## config.mk

```make
export PLATFORM = sky130hd
export DESIGN_NAME = compressor_array_pipe
export DESIGN_NICKNAME = d
export VERILOG_FILES = /design/src/rtl/compressor_pkg.sv /design/src/rtl/compressor_27_8.sv /design/src/rtl/pipe_reg_stage.sv /design/src/rtl/compressor_array_pipe.sv
export SDC_FILE = /design/constraint.sdc
export NUM_CORES = 1
export LEC_CHECK = 0
export ABC_CLOCK_PERIOD_IN_PS = 1900
export CAP_MARGIN = 10
export CORE_AREA = 5 5 257 259
export CTS_CLUSTER_DIAMETER = 150
export DETAILED_ROUTE_END_ITERATION = 8
export DIE_AREA = 0 0 262 264
export GPL_TIMING_DRIVEN = 0
export HOLD_SLACK_MARGIN = 0.03
export PLACE_DENSITY = 0.77
export SYNTH_ARGS = -nofsm -noshare
export SYNTH_HDL_FRONTEND = slang
export SYNTH_SLANG_ARGS = --single-unit
```

## constraint.sdc

```tcl
create_clock -name clk -period 1.9 [get_ports clk]
set_input_delay 0.285 -clock clk [delete_from_list [all_inputs] [get_ports clk]]
set_output_delay 0.285 -clock clk [all_outputs]
set_load 0.03 [all_outputs]
```

## src/rtl/compressor_pkg.sv

```systemverilog
// Shared constants and band-layout helpers for the 27:8 column compressor array.
package compressor_pkg;

  localparam int CMP_GROUP_IN  = 27;
  localparam int CMP_GROUP_OUT = 8;
  localparam int CMP_BANDS     = 4;

  function automatic int cmp_ceil_div(input int a, input int b);
    return (a + b - 1) / b;
  endfunction

  // Band of a group output bit: bit0 -> 0, bits3:1 -> 1, bits6:4 -> 2, bit7 -> 3
  function automatic int cmp_bit_band(input int j);
    if (j == 0) return 0;
    else if (j <= 3) return 1;
    else if (j <= 6) return 2;
    else return 3;
  endfunction

  function automatic int cmp_band_lsb(input int b);
    case (b)
      0: return 0;
      1: return 1;
      2: return 4;
      default: return 7;
    endcase
  endfunction

  function automatic int cmp_band_bits(input int b);
    return (b == 0 || b == 3) ? 1 : 3;
  endfunction

  function automatic int cmp_band_off(input int b, input int g);
    return g * cmp_band_lsb(b);
  endfunction

  function automatic int cmp_band_width(input int b, input int g);
    return g * cmp_band_bits(b);
  endfunction

  // Band that a bit position of the regrouped output vector belongs to
  function automatic int cmp_out_band(input int j, input int g);
    if (j < cmp_band_off(1, g)) return 0;
    else if (j < cmp_band_off(2, g)) return 1;
    else if (j < cmp_band_off(3, g)) return 2;
    else return 3;
  endfunction

endpackage

```

## src/rtl/compressor_27_8.sv

```systemverilog
// 27 equal-weight bits -> 8 bits with weights {8,4,4,4,2,2,2,1}; all-ones input gives 8'hFF.
module compressor_27_8
  import compressor_pkg::*;
(
  input  logic [CMP_GROUP_IN-1:0]  d,
  output logic [CMP_GROUP_OUT-1:0] o
);

  logic [4:0] cnt;
  logic [3:0] r, q, half, t1, t2;
  logic       b7;

  // Count in units of 2 after bit0, spend weight-8 first, then fill weight-4 before weight-2
  always_comb begin
    cnt = '0;
    for (int k = 0; k < CMP_GROUP_IN; k++) cnt = cnt + 5'(d[k]);
    r    = cnt[4:1];
    b7   = (r >= 4'd8);
    q    = b7 ? (r - 4'd4) : r;
    half = q >> 1;
    t2   = (half > 4'd3) ? 4'd3 : half;
    t1   = q - (t2 << 1);
    o    = {b7, (t2 >= 4'd3), (t2 >= 4'd2), (t2 >= 4'd1),
            (t1 >= 4'd3), (t1 >= 4'd2), (t1 >= 4'd1), cnt[0]};
  end

endmodule

```

## src/rtl/pipe_reg_stage.sv

```systemverilog
// One valid/ready register slice; loads whenever empty or the consumer is taking the current entry.
module pipe_reg_stage #(
  parameter int W = 8
) (
  input  logic         clk,
  input  logic         rst_n,
  input  logic         in_valid,
  output logic         in_ready,
  input  logic [W-1:0] d_in,
  output logic         out_valid,
  input  logic         out_ready,
  output logic [W-1:0] d_out
);

  assign in_ready = !out_valid || out_ready;

  always_ff @(posedge clk or negedge rst_n) begin
    if (!rst_n) begin
      out_valid <= 1'b0;
      d_out     <= '0;
    end else if (in_ready) begin
      out_valid <= in_valid;
      if (in_valid) d_out <= d_in;
    end
  end

endmodule

```

## src/rtl/compressor_array_pipe.sv

```systemverilog
// Pipelined array of compressor_27_8 with valid/ready flow control and weight-banded output.
// Macro COMPRESSOR_SUM_CHECK_EN adds a carried popcount compared against the weighted d_out sum (sum_err).
module compressor_array_pipe
  import compressor_pkg::*;
#(
  parameter int IN_BITS     = 513,
  parameter int PIPE_STAGES = 2,
  localparam int G          = cmp_ceil_div(IN_BITS, CMP_GROUP_IN),
  localparam int OUT_BITS   = CMP_GROUP_OUT * G
) (
  input  logic                clk,
  input  logic                rst_n,
  input  logic                in_valid,
  output logic                in_ready,
  input  logic [IN_BITS-1:0]  d_in,
  output logic                out_valid,
  input  logic                out_ready,
  output logic [OUT_BITS-1:0] d_out,
  output logic                sum_err
);

  localparam int PAD_BITS = CMP_GROUP_IN * G;

`ifdef COMPRESSOR_SUM_CHECK_EN
  localparam int PW    = $clog2(PAD_BITS + 1);
  localparam int MID_W = OUT_BITS + PW;
  localparam int OUT_W = OUT_BITS + 1;
`else
  localparam int MID_W = OUT_BITS;
  localparam int OUT_W = OUT_BITS;
`endif

  logic [PAD_BITS-1:0] d_pad;
  logic [OUT_BITS-1:0] raw_c, raw_s, band_s;
  logic [MID_W-1:0]    mid_c, mid_s;
  logic [OUT_W-1:0]    out_c, out_q;
  logic                s_valid, s_ready;

  assign d_pad = PAD_BITS'(d_in);

  for (genvar i = 0; i < G; i++) begin : g_grp
    compressor_27_8 u_cmp (
      .d(d_pad[CMP_GROUP_IN*i +: CMP_GROUP_IN]),
      .o(raw_c[CMP_GROUP_OUT*i +: CMP_GROUP_OUT])
    );
  end

`ifdef COMPRESSOR_SUM_CHECK_EN
  logic [PW-1:0] pop_c, pop_s, wsum_s;
  logic          err_s, err_q;

  always_comb begin
    pop_c = '0;
    for (int k = 0; k < PAD_BITS; k++) pop_c = pop_c + PW'(d_pad[k]);
  end

  assign mid_c           = {pop_c, raw_c};
  assign {pop_s, raw_s}  = mid_s;
`else
  assign mid_c = raw_c;
  assign raw_s = mid_s;
`endif

  if (PIPE_STAGES >= 2) begin : g_mid
    pipe_reg_stage #(.W(MID_W)) u_mid (
      .clk(clk), .rst_n(rst_n),
      .in_valid(in_valid), .in_ready(in_ready), .d_in(mid_c),
      .out_valid(s_valid), .out_ready(s_ready), .d_out(mid_s)
    );
  end else begin : g_bypass
    assign s_valid  = in_valid;
    assign in_ready = s_ready;
    assign mid_s    = mid_c;
  end

  // Group 0 lands in the most significant slice of every band
  always_comb begin
    band_s = '0;
    for (int i = 0; i < G; i++) begin
      for (int j = 0; j < CMP_GROUP_OUT; j++) begin
        band_s[cmp_band_off(cmp_bit_band(j), G)
               + cmp_band_bits(cmp_bit_band(j)) * (G - 1 - i)
               + (j - cmp_band_lsb(cmp_bit_band(j)))] = raw_s[CMP_GROUP_OUT*i + j];
      end
    end
  end

`ifdef COMPRESSOR_SUM_CHECK_EN
  always_comb begin
    wsum_s = '0;
    for (int j = 0; j < OUT_BITS; j++)
      if (band_s[j]) wsum_s = wsum_s + PW'(32'd1 << cmp_out_band(j, G));
  end

  assign err_s            = (wsum_s != pop_s);
  assign out_c            = {err_s, band_s};
  assign {err_q, d_out}   = out_q;
  assign sum_err          = out_valid & err_q;
`else
  assign out_c   = band_s;
  assign d_out   = out_q;
  assign sum_err = 1'b0;
`endif

  pipe_reg_stage #(.W(OUT_W)) u_out (
    .clk(clk), .rst_n(rst_n),
    .in_valid(s_valid), .in_ready(s_ready), .d_in(out_c),
    .out_valid(out_valid), .out_ready(out_ready), .d_out(out_q)
  );

endmodule

```

Word-level counts from Yosys, hierarchy flattened. Index checks and enable logic that the tools add are counted.

Flip-flop bits (word level): 306. Bits in writable memories: 0. Memories: 0. Output and inout port bits: 155. Input port bits: 517. Bits in latches: 0. Word-level logic and storage cells: 732. Bits in read-only memories: 0.

Shift operators: 0. Bitwise logic cells: 0. Divide/modulo/power cells: 0. Multiplexer cells: 38. Equal/unequal tests: 0. $lt $le $gt $ge: 152. Add/sub/neg operators: 532. Reduce and logical (&&, ||, !) cells: 6. Multipliers: 0.

Operator list (count): 5-bit by 1-bit adder with 5-bit output (475); 4-bit by 2-bit >= comparator with 1-bit output (second input constant) (76); 4-bit by 1-bit >= comparator with 1-bit output (second input constant) (38); 4-bit >= comparator (second input constant) (19); 4-bit two-way mux (19); 4-bit by 3-bit subtractor with 4-bit output (second input constant) (19); 4-bit subtractor (19); 3-bit by 2-bit > comparator with 1-bit output (second input constant) (19); 3-bit two-way mux (19); 1-bit by 1-bit adder with 2-bit output (19); 2-bit AND reduction (2); 1-bit logical NOT (2); 1-bit logical OR (2).

Depth between registers and ports, before layout. Gate-level depths: netlist (run 1).

Word-level depth: 32. Mapped depth: 22. Mapped depth without buffers: 22.

Hierarchy. From an unflattened synthesis (run 1), not the netlist that was laid out.

Cell total of the unflattened synthesis: 2607. Area total of the unflattened synthesis: 29105.4 sq um.

Modules (own cells, without submodules): compressor_27_8 at g_grp[0].u_cmp ... (area an instance 899.6 sq um, instances 15, cells an instance 103, sequential area each 0.0 sq um); pipe_reg_stage (area an instance 6003.3 sq um, instances 2, cells an instance 324, sequential area each 3828.7 sq um); compressor_27_8 at g_grp[12].u_cmp ... (area an instance 898.4 sq um, instances 4, cells an instance 103, sequential area each 0.0 sq um); compressor_array_pipe (area an instance 11.3 sq um, instances 1, cells an instance 2, sequential area each 0.0 sq um).

Worst setup path after synthesis (run 1). No wires, ideal clock.

Path kind: in2reg. Start point: input d_in[405]. End point: register g_mid.u_mid.d_out[121]. Slack: -3.853 ns. Required time: 1.823 ns. Path buffers: 0. Data arrival time: 5.676 ns. Library setup time: 0.077 ns. Stages on the path: 22. Cells stage by stage: ha_1 inv_1 fa_1 inv_1 fa_1 fa_1 fa_1 inv_1 fa_1 fa_1 inv_1 ha_1 fa_1 nand3_1 a21oi_1 nor4_2 nand2_1 ha_1 inv_1 and3_1 mux2_2 a21oi_1.

Word-level cells in the longest chain between the ends: 32. Elaborated cells on any way between the ends: 33. Classes of those cells: 28 x add/sub; 3 x order compare; 2 x mux.

RTL lines: from (decl) (line compressor_array_pipe.sv:15) `input logic [IN_BITS-1:0] d_in,`; 1-bit by 1-bit adder with 2-bit output (*) (line compressor_27_8.sv:16) `for (int k = 0; k < CMP_GROUP_IN; k++) cnt = cnt + 5'(d[k]);`; 5-bit by 1-bit adder with 5-bit output (*) (25 in a row) (line compressor_27_8.sv:16); 4-bit by 3-bit subtractor with 4-bit output or 4-bit >= comparator (tied branches) (line compressor_27_8.sv:19, compressor_27_8.sv:18); 4-bit two-way mux (*) (line compressor_27_8.sv:19) `q = b7 ? (r - 4'd4) : r;`; 3-bit by 2-bit > comparator with 1-bit output (line compressor_27_8.sv:21) `t2 = (half > 4'd3) ? 4'd3 : half;`; 3-bit two-way mux (line compressor_27_8.sv:21); 4-bit subtractor (*) (line compressor_27_8.sv:22) `t1 = q - (t2 << 1);`; 4-bit by 1-bit >= comparator with 1-bit output (*) (line compressor_27_8.sv:24) `(t1 >= 4'd3), (t1 >= 4'd2), (t1 >= 4'd1), cnt[0]};`; to (signal assigned) (line pipe_reg_stage.sv:23) `if (in_valid) d_out <= d_in;`; to (decl) (line pipe_reg_stage.sv:12) `output logic [W-1:0] d_out`.

Mark *: on every way between the ends. The rest lies on a longest branch, timed or not. A chain may end at the register's enable or synchronous reset.

Worst setup path after layout (run 1).
Start point: input d_in[135]. End point: register g_mid.u_mid.d_out[41].

The elaborated chain is that of the path after synthesis.

==> results of run 1 <==
-- timing repair --
action                                 in CTS  in global routing
gates resized for setup                   585                458
endpoints found under the hold margin     102                  0
hold buffers                                1                  0
setup endpoints to repair                 424                451
buffers inserted                           89                 60
pin swaps                                 362                300
-- per-layer routing --
layer / up-vias / track usage / share of wire
met4: 0 / 0.0772 / 0.039
met1: 10315 / 0.279 / 0.37
met5: - / 0 / 0
met3: 164 / 0.0450 / 0.064
li1: 9329 / - / -
met2: 632 / 0.429 / 0.52
-- worst max-delay path, cell delays in order --
cell      delay [ps]
buf_8            100
ha_4             250
inv_2             30
fa_1             520
inv_2             40
fa_1             500
fa_1             450
fa_1             520
inv_2             50
fa_1             460
fa_1             520
inv_2             50
ha_4             160
fa_2             380
nand3_4          110
a21oi_4           70
nor4_4           350
nand2_2          110
ha_4             260
nand2b_4         140
o32a_1           360
-- through the flow --
step / hold slack (ps) / instances / util / setup slack, ps / cell area, sq um
floorplan: -10.6 / 2474 / - / -3630 / 27500
global placement: 447 / 3999 / 0.555 / -12930 / 35300
detailed placement: 406 / 4003 / 0.556 / -4520 / 35400
CTS: 375 / 4155 / 0.591 / -3470 / 37600
global route: 397 / 4200 / 0.614 / -3550 / 39100
finish: 400 / 4200 / 0.614 / -3410 / 39100
-- layout make-up --
type                       count  share of cell area
antenna                        2            0.000128
clock buffer                  46              0.0258
timing repair buffer         803               0.208
buffer                        47             0.00653
clock inverter                20             0.00509
tap                          855              0.0274
sequential                   306               0.196
multi-input combinational   1385               0.460
inverter                     736              0.0710
-- flip-flops by register name, indices dropped and copies added, names as in the netlist --
signal	count
g_mid.u_mid.out_valid	1
g_mid.u_mid.d_out	152
u_out.d_out	152
u_out.out_valid	1
-- final timing paths --
kind	startpoint	to	slack (ps)
min in group asynchronous	rst_n	u_out.d_out[68]$_DFFE_PN0P_	410
max reg2reg	g_mid.u_mid.out_valid$_DFFE_PN0N_	g_mid.u_mid.d_out[111]$_DFFE_PN0P_	-1510
max in group asynchronous	rst_n	u_out.d_out[137]$_DFFE_PN0P_	400
max	d_in[135]	g_mid.u_mid.d_out[41]$_DFFE_PN0P_	-3410
min	in_valid	g_mid.u_mid.out_valid$_DFFE_PN0N_	400
min reg2reg	g_mid.u_mid.d_out[64]$_DFFE_PN0P_	g_mid.u_mid.d_out[64]$_DFFE_PN0P_	470
-- kinds of logic (layout without fill, tap and decap cells) --
family	Yosys count	after routing	share of synthesized area
AND/OR/NAND/NOR	370	370	0.0775
buffers and inverters	783	1652	0.114
multiplexers	185	185	0.0783
other	1	3	0.000143
adder cells (fa/ha/maj)	573	573	0.376
flip-flops	306	306	0.291
AO/OA/AOI/OAI	236	236	0.0565
XOR/XNOR	20	20	0.00667
-- cells in the mapped netlist, drive strengths merged --
cell / n / share of area
nand3b: 1 / 0.00029
nor3b: 5 / 0.0014
and3: 46 / 0.013
or3: 1 / 0.00024
a21oi: 106 / 0.020
xnor2: 19 / 0.0063
a211oi: 5 / 0.0014
a41oi: 3 / 0.0010
and2: 1 / 0.00024
a31oi: 21 / 0.0050
inv: 736 / 0.11
nor2b: 3 / 0.00071
nor2: 77 / 0.011
xor2: 1 / 0.00033
mux2: 163 / 0.070
dfrtp: 306 / 0.29
maj3: 3 / 0.0011
nand2b: 14 / 0.0033
conb: 1 / 0.00014
and2b: 10 / 0.0029
ha: 209 / 0.10
fa: 361 / 0.28
mux2i: 22 / 0.0084
buf: 41 / 0.0076
nor4: 27 / 0.016
o21ai: 29 / 0.0055
o32a: 10 / 0.0038
nor3: 1 / 0.00019
clkbuf: 6 / 0.00086
o22a: 36 / 0.012
o31ai: 26 / 0.0074
nand3: 38 / 0.0072
or2: 6 / 0.0014
nand2: 140 / 0.020
==> summary.txt, run 1 <==
HP Class: input port to flop
H-tree depth: 2
Tcrit/Tclk final: 2.79
Cell variety after synth: 41
GPL Wtd Cong: 0.902
failing checks: negative setup slack
min Tclk post-route: 5310 ps
DRT antenna net count: 0
Ports: 672
DRT Wirelength: 84800 um
Yosys Warn Count: 0
Critical Path RT: 2340 ps
critical path type: input port to flop
Core ar.: 0.0636 sq mm
Die Y: 264 um
latest clock arrival within the worst-skew pair: 560 ps
Max transition margin: 0.0271
Net Count, Synth: 3561
vias per cell: 4.87
Die X: 262 um
Crit Path Max Fanout: 3
FP Rows: 93
Seq/Total Area, Yosys: 0.291
Avg Inst Size Synth: 10.6 sq um
Layout fillers: 4984
multi-input logic area: 0.0180 sq mm
Max Clk Rate: 188 MHz
drt initial violations: 758
TritonCTS clock tree: done
Setup-failing EPs final: 152
Worst Max-Slew Pin Slew: 1460 ps
max-slew violations: 0
DRC: 0
Register Area: 0.00766 sq mm
routed len/inst: 20.2 um
Final Hold Fails: 0
max-cap violations: 0
Root Driver: clkbuf_16
share of cells above drive strength 1: 0.275
Worst EP arrival: 5740 ps
Synth Instances: 2474
initial core utilization: 0.413
initial antenna violation count: 3
maximum clock path buffer count: 3
vias in the first global route: 21956
GR Util All Layers: 0.236
Worst-path clk slew: 60 ps
Layout Skew: 30.5 ps
mapped cell area: 0.0263 sq mm
Die ar.: 0.0692 sq mm
setup TNS: -414880 ps
clock buffer count from CTS: 36
Final Net Count: 4402
port bufs: 670
CP Launch Type: input port
R2R cell count: 7
Detail Placement HPWL: 65700 um
status: finished with violations
hold-critical path depth: 2
most frequent cells in the layout: 624 x inv_1, 340 x fa_1, 306 x dfrtp_1, 274 x clkdlybuf4s50_1, 156 x dlymetal6s2s_1
kind of end point of the critical path: flop
unrepaired setup endpoints after global routing: yes
P&R area growth vs syn: 48.8%
global-route wire length before repair: 124000 um
final setup margin: -3410 ps
Via Count: 20440
drt pass-1 iters: 5
clk sinks: 306
commonest non-fill, non-tap cell in the layout: inv_1
pin count of the biggest net entering global routing: 116
register bit total from synthesis: 306
grt total ovfl: 0
Power of run 1 is not shown: default switching activity piles up to over one toggle a cycle in this logic, so the estimate is an artifact.
==> inputs of run 2 (changes only) <==
SKIP_LAST_GASP = 1   (was unset)
==> run 2 against run 1 <==
- the run still ends with negative setup slack left
- via count fell by 0.87%
- non-clock buffer count down 9
- clock skew is 5.2 ps higher
- first-iteration DRC count increased by 16%
- maximum frequency is essentially flat
- die area did not move
- wire length shrank 0.66%
- critical endpoint unchanged
==> summary.txt, run 2 (same netlist as run 1, synthesis figures left out) <==
DRT antenna net count: 0 (unchanged)
DRC: 0 (unchanged)
Tcrit/Tclk final: 2.79 (about the same)
most frequent cells in the layout: 623 x inv_1, 340 x fa_1, 306 x dfrtp_1, 274 x clkdlybuf4s50_1, 156 x dlymetal6s2s_1 (was 624 x inv_1, 340 x fa_1, 306 x dfrtp_1, 274 x clkdlybuf4s50_1, 156 x dlymetal6s2s_1)
FP Rows: 93 (unchanged)
GR Util All Layers: 0.235 (was 0.236)
Max transition margin: 0.0243 (was 0.0271)
kind of end point of the critical path: flop (unchanged)
Critical R2R Launch: g_mid.u_mid.out_valid$_DFFE_PN0N_ (unchanged)
Worst R2R End: g_mid.u_mid.d_out[136]$_DFFE_PN0P_ (was g_mid.u_mid.d_out[111]$_DFFE_PN0P_)
Die X: 262 um (unchanged)
CP Launch Point: d_in[135] (unchanged)
hold-critical path depth: 2 (unchanged)
status: finished with violations (unchanged)
HP Class: input port to flop (unchanged)
Worst Max-Slew Pin Slew: 1460 ps (about the same)
share of cells above drive strength 1: 0.271 (was 0.275)
Ports: 672 (unchanged)
unrepaired setup endpoints after global routing: yes (unchanged)
vias in the first global route: 21939 (was 21956)
Worst-path clk slew: 70 ps (was 60 ps)
Layout Skew: 35.8 ps (was 30.5 ps)
grt total ovfl: 0 (unchanged)
drt pass-1 iters: 5 (unchanged)
Placed Area: 0.0354 sq mm (unchanged)
Crit Path Max Fanout: 3 (unchanged)
initial antenna violation count: 3 (unchanged)
CP Launch Type: input port (unchanged)
TritonCTS clock tree: done (unchanged)
largest registers: g_mid.u_mid.d_out (152), u_out.d_out (152) (unchanged)
Die Y: 264 um (unchanged)
failing checks: negative setup slack (unchanged)
Setup-failing EPs final: 152 (unchanged)
port bufs: 670 (unchanged)
global-route wire length before repair: 123000 um (was 124000 um)
Die ar.: 0.0692 sq mm (unchanged)
min Tclk post-route: 5300 ps (was 5310 ps)
latest clock arrival within the worst-skew pair: 560 ps (about the same)
Core ar.: 0.0636 sq mm (unchanged)
max-slew violations: 0 (unchanged)
Worst setup endpoint: g_mid.u_mid.d_out[41]$_DFFE_PN0P_ (unchanged)
P&R area growth vs syn: 48.3% (was 48.8%)
DRT Wirelength: 84300 um (was 84800 um)
pin count of the biggest net entering global routing: 116 (unchanged)
clk sinks: 306 (unchanged)
vias per cell: 4.83 (was 4.87)
commonest non-fill, non-tap cell in the layout: inv_1 (unchanged)
Worst EP arrival: 5740 ps (about the same)
maximum clock path buffer count: 3 (unchanged)
final setup margin: -3400 ps (was -3410 ps)
Max Clk Rate: 189 MHz (was 188 MHz)
slack of the worst reg-to-reg path: -1560 ps (was -1510 ps)
fin area: 0.0390 sq mm (was 0.0391 sq mm)
setup TNS: -414880 ps (about the same)
Final Hold Fails: 0 (unchanged)
GPL Wtd Cong: 0.902 (unchanged)
max-cap violations: 0 (unchanged)
Final Net Count: 4393 (was 4402)
critical path type: input port to flop (unchanged)
Layout fillers: 5018 (was 4984)
Detail Placement HPWL: 65700 um (unchanged)
Critical Path RT: 2340 ps (about the same)
Root Driver: clkbuf_16 (unchanged)
Via Count: 20263 (was 20440)
clock buffer count from CTS: 36 (unchanged)
H-tree depth: 2 (unchanged)
drt initial violations: 880 (was 758)
initial core utilization: 0.413 (unchanged)
routed len/inst: 20.1 um (was 20.2 um)
R2R cell count: 7 (unchanged)
[run 2: cell types whose count changed in the layout (fill, tap and decap cells not counted), moves of 2 or more]
cell,previous run,this run
a21oi_2,22,24
nand2_2,27,25
buf_6,96,86
nand2_1,111,113
ha_1,148,150
inv_2,107,110
inv_4,5,3
o31ai_2,13,10
o31ai_1,6,8
ha_2,4,1
[run 2: critical path, stage by stage]
cell      delay, ps
buf_8           100
ha_4            250
inv_2            30
fa_1            520
inv_2            40
fa_1            500
fa_1            450
fa_1            530
inv_2            50
fa_1            460
fa_1            520
inv_2            50
ha_4            160
fa_2            370
nand3_4         110
a21oi_4          70
nor4_4          340
nand2_2         110
ha_4            260
nand2b_4        140
o32a_1          360
[run 2: stage by stage]
step,util,hold slack (ps),cells,setup WS [ps]
2_1_floorplan,-,-10.6,2474,-3630
4_1_cts,0.588,375,4155,-3470
6_report,0.612,400,4191,-3400
5_1_grt,0.612,396,4191,-3560
3_5_place_dp,0.556,406,4003,-4520
3_3_place_gp,0.555,447,3999,-12930
[run 2: routing by layer]
layer  up-vias  global-route usage  share of wire
met5         -                   0              0
met2       582               0.426           0.52
met4         0              0.0788          0.036
met1     10209               0.278           0.38
li1       9318                   -              -
met3       154              0.0446          0.064
[run 2: what timing repair did]
item,in CTS,in global routing
endpoints found under the hold margin,102,0
pin swaps,337,313
resized for setup,544,476
setup endpoints to repair,424,451
setup buffers,89,46
hold buffers,1,0
[run 2: cell type report]
| cell class | count | area (sq um) | share of cell area |
|---|---|---|---|
| multi-input combinational | 1385 | 18000 | 0.461 |
| sequential | 306 | 7660 | 0.197 |
| tap | 855 | 1070 | 0.0275 |
| buffer | 47 | 255 | 0.00655 |
| inverter | 736 | 2770 | 0.0711 |
| timing repair buffer | 794 | 8030 | 0.206 |
| antenna | 2 | 5.00 | 0.000128 |
| clock inverter | 20 | 199 | 0.00511 |
| clock buffer | 46 | 1010 | 0.0259 |
[run 2: worst min-delay path by stage]
stage | from | endpoint | slack (ps)
final | in_valid | g_mid.u_mid.out_valid$_DFFE_PN0N_ | 400
after global routing | in_valid | g_mid.u_mid.out_valid$_DFFE_PN0N_ | 400
after CTS | in_valid | g_mid.u_mid.out_valid$_DFFE_PN0N_ | 380
after detailed placement | rst_n | u_out.d_out[135]$_DFFE_PN0P_ | 410
after global placement | g_mid.u_mid.d_out[48]$_DFFE_PN0P_ | g_mid.u_mid.d_out[48]$_DFFE_PN0P_ | 450
after floorplan | rst_n | g_mid.u_mid.d_out[0]$_DFFE_PN0P_ | -10
Power of run 2 is left out for the same reason.
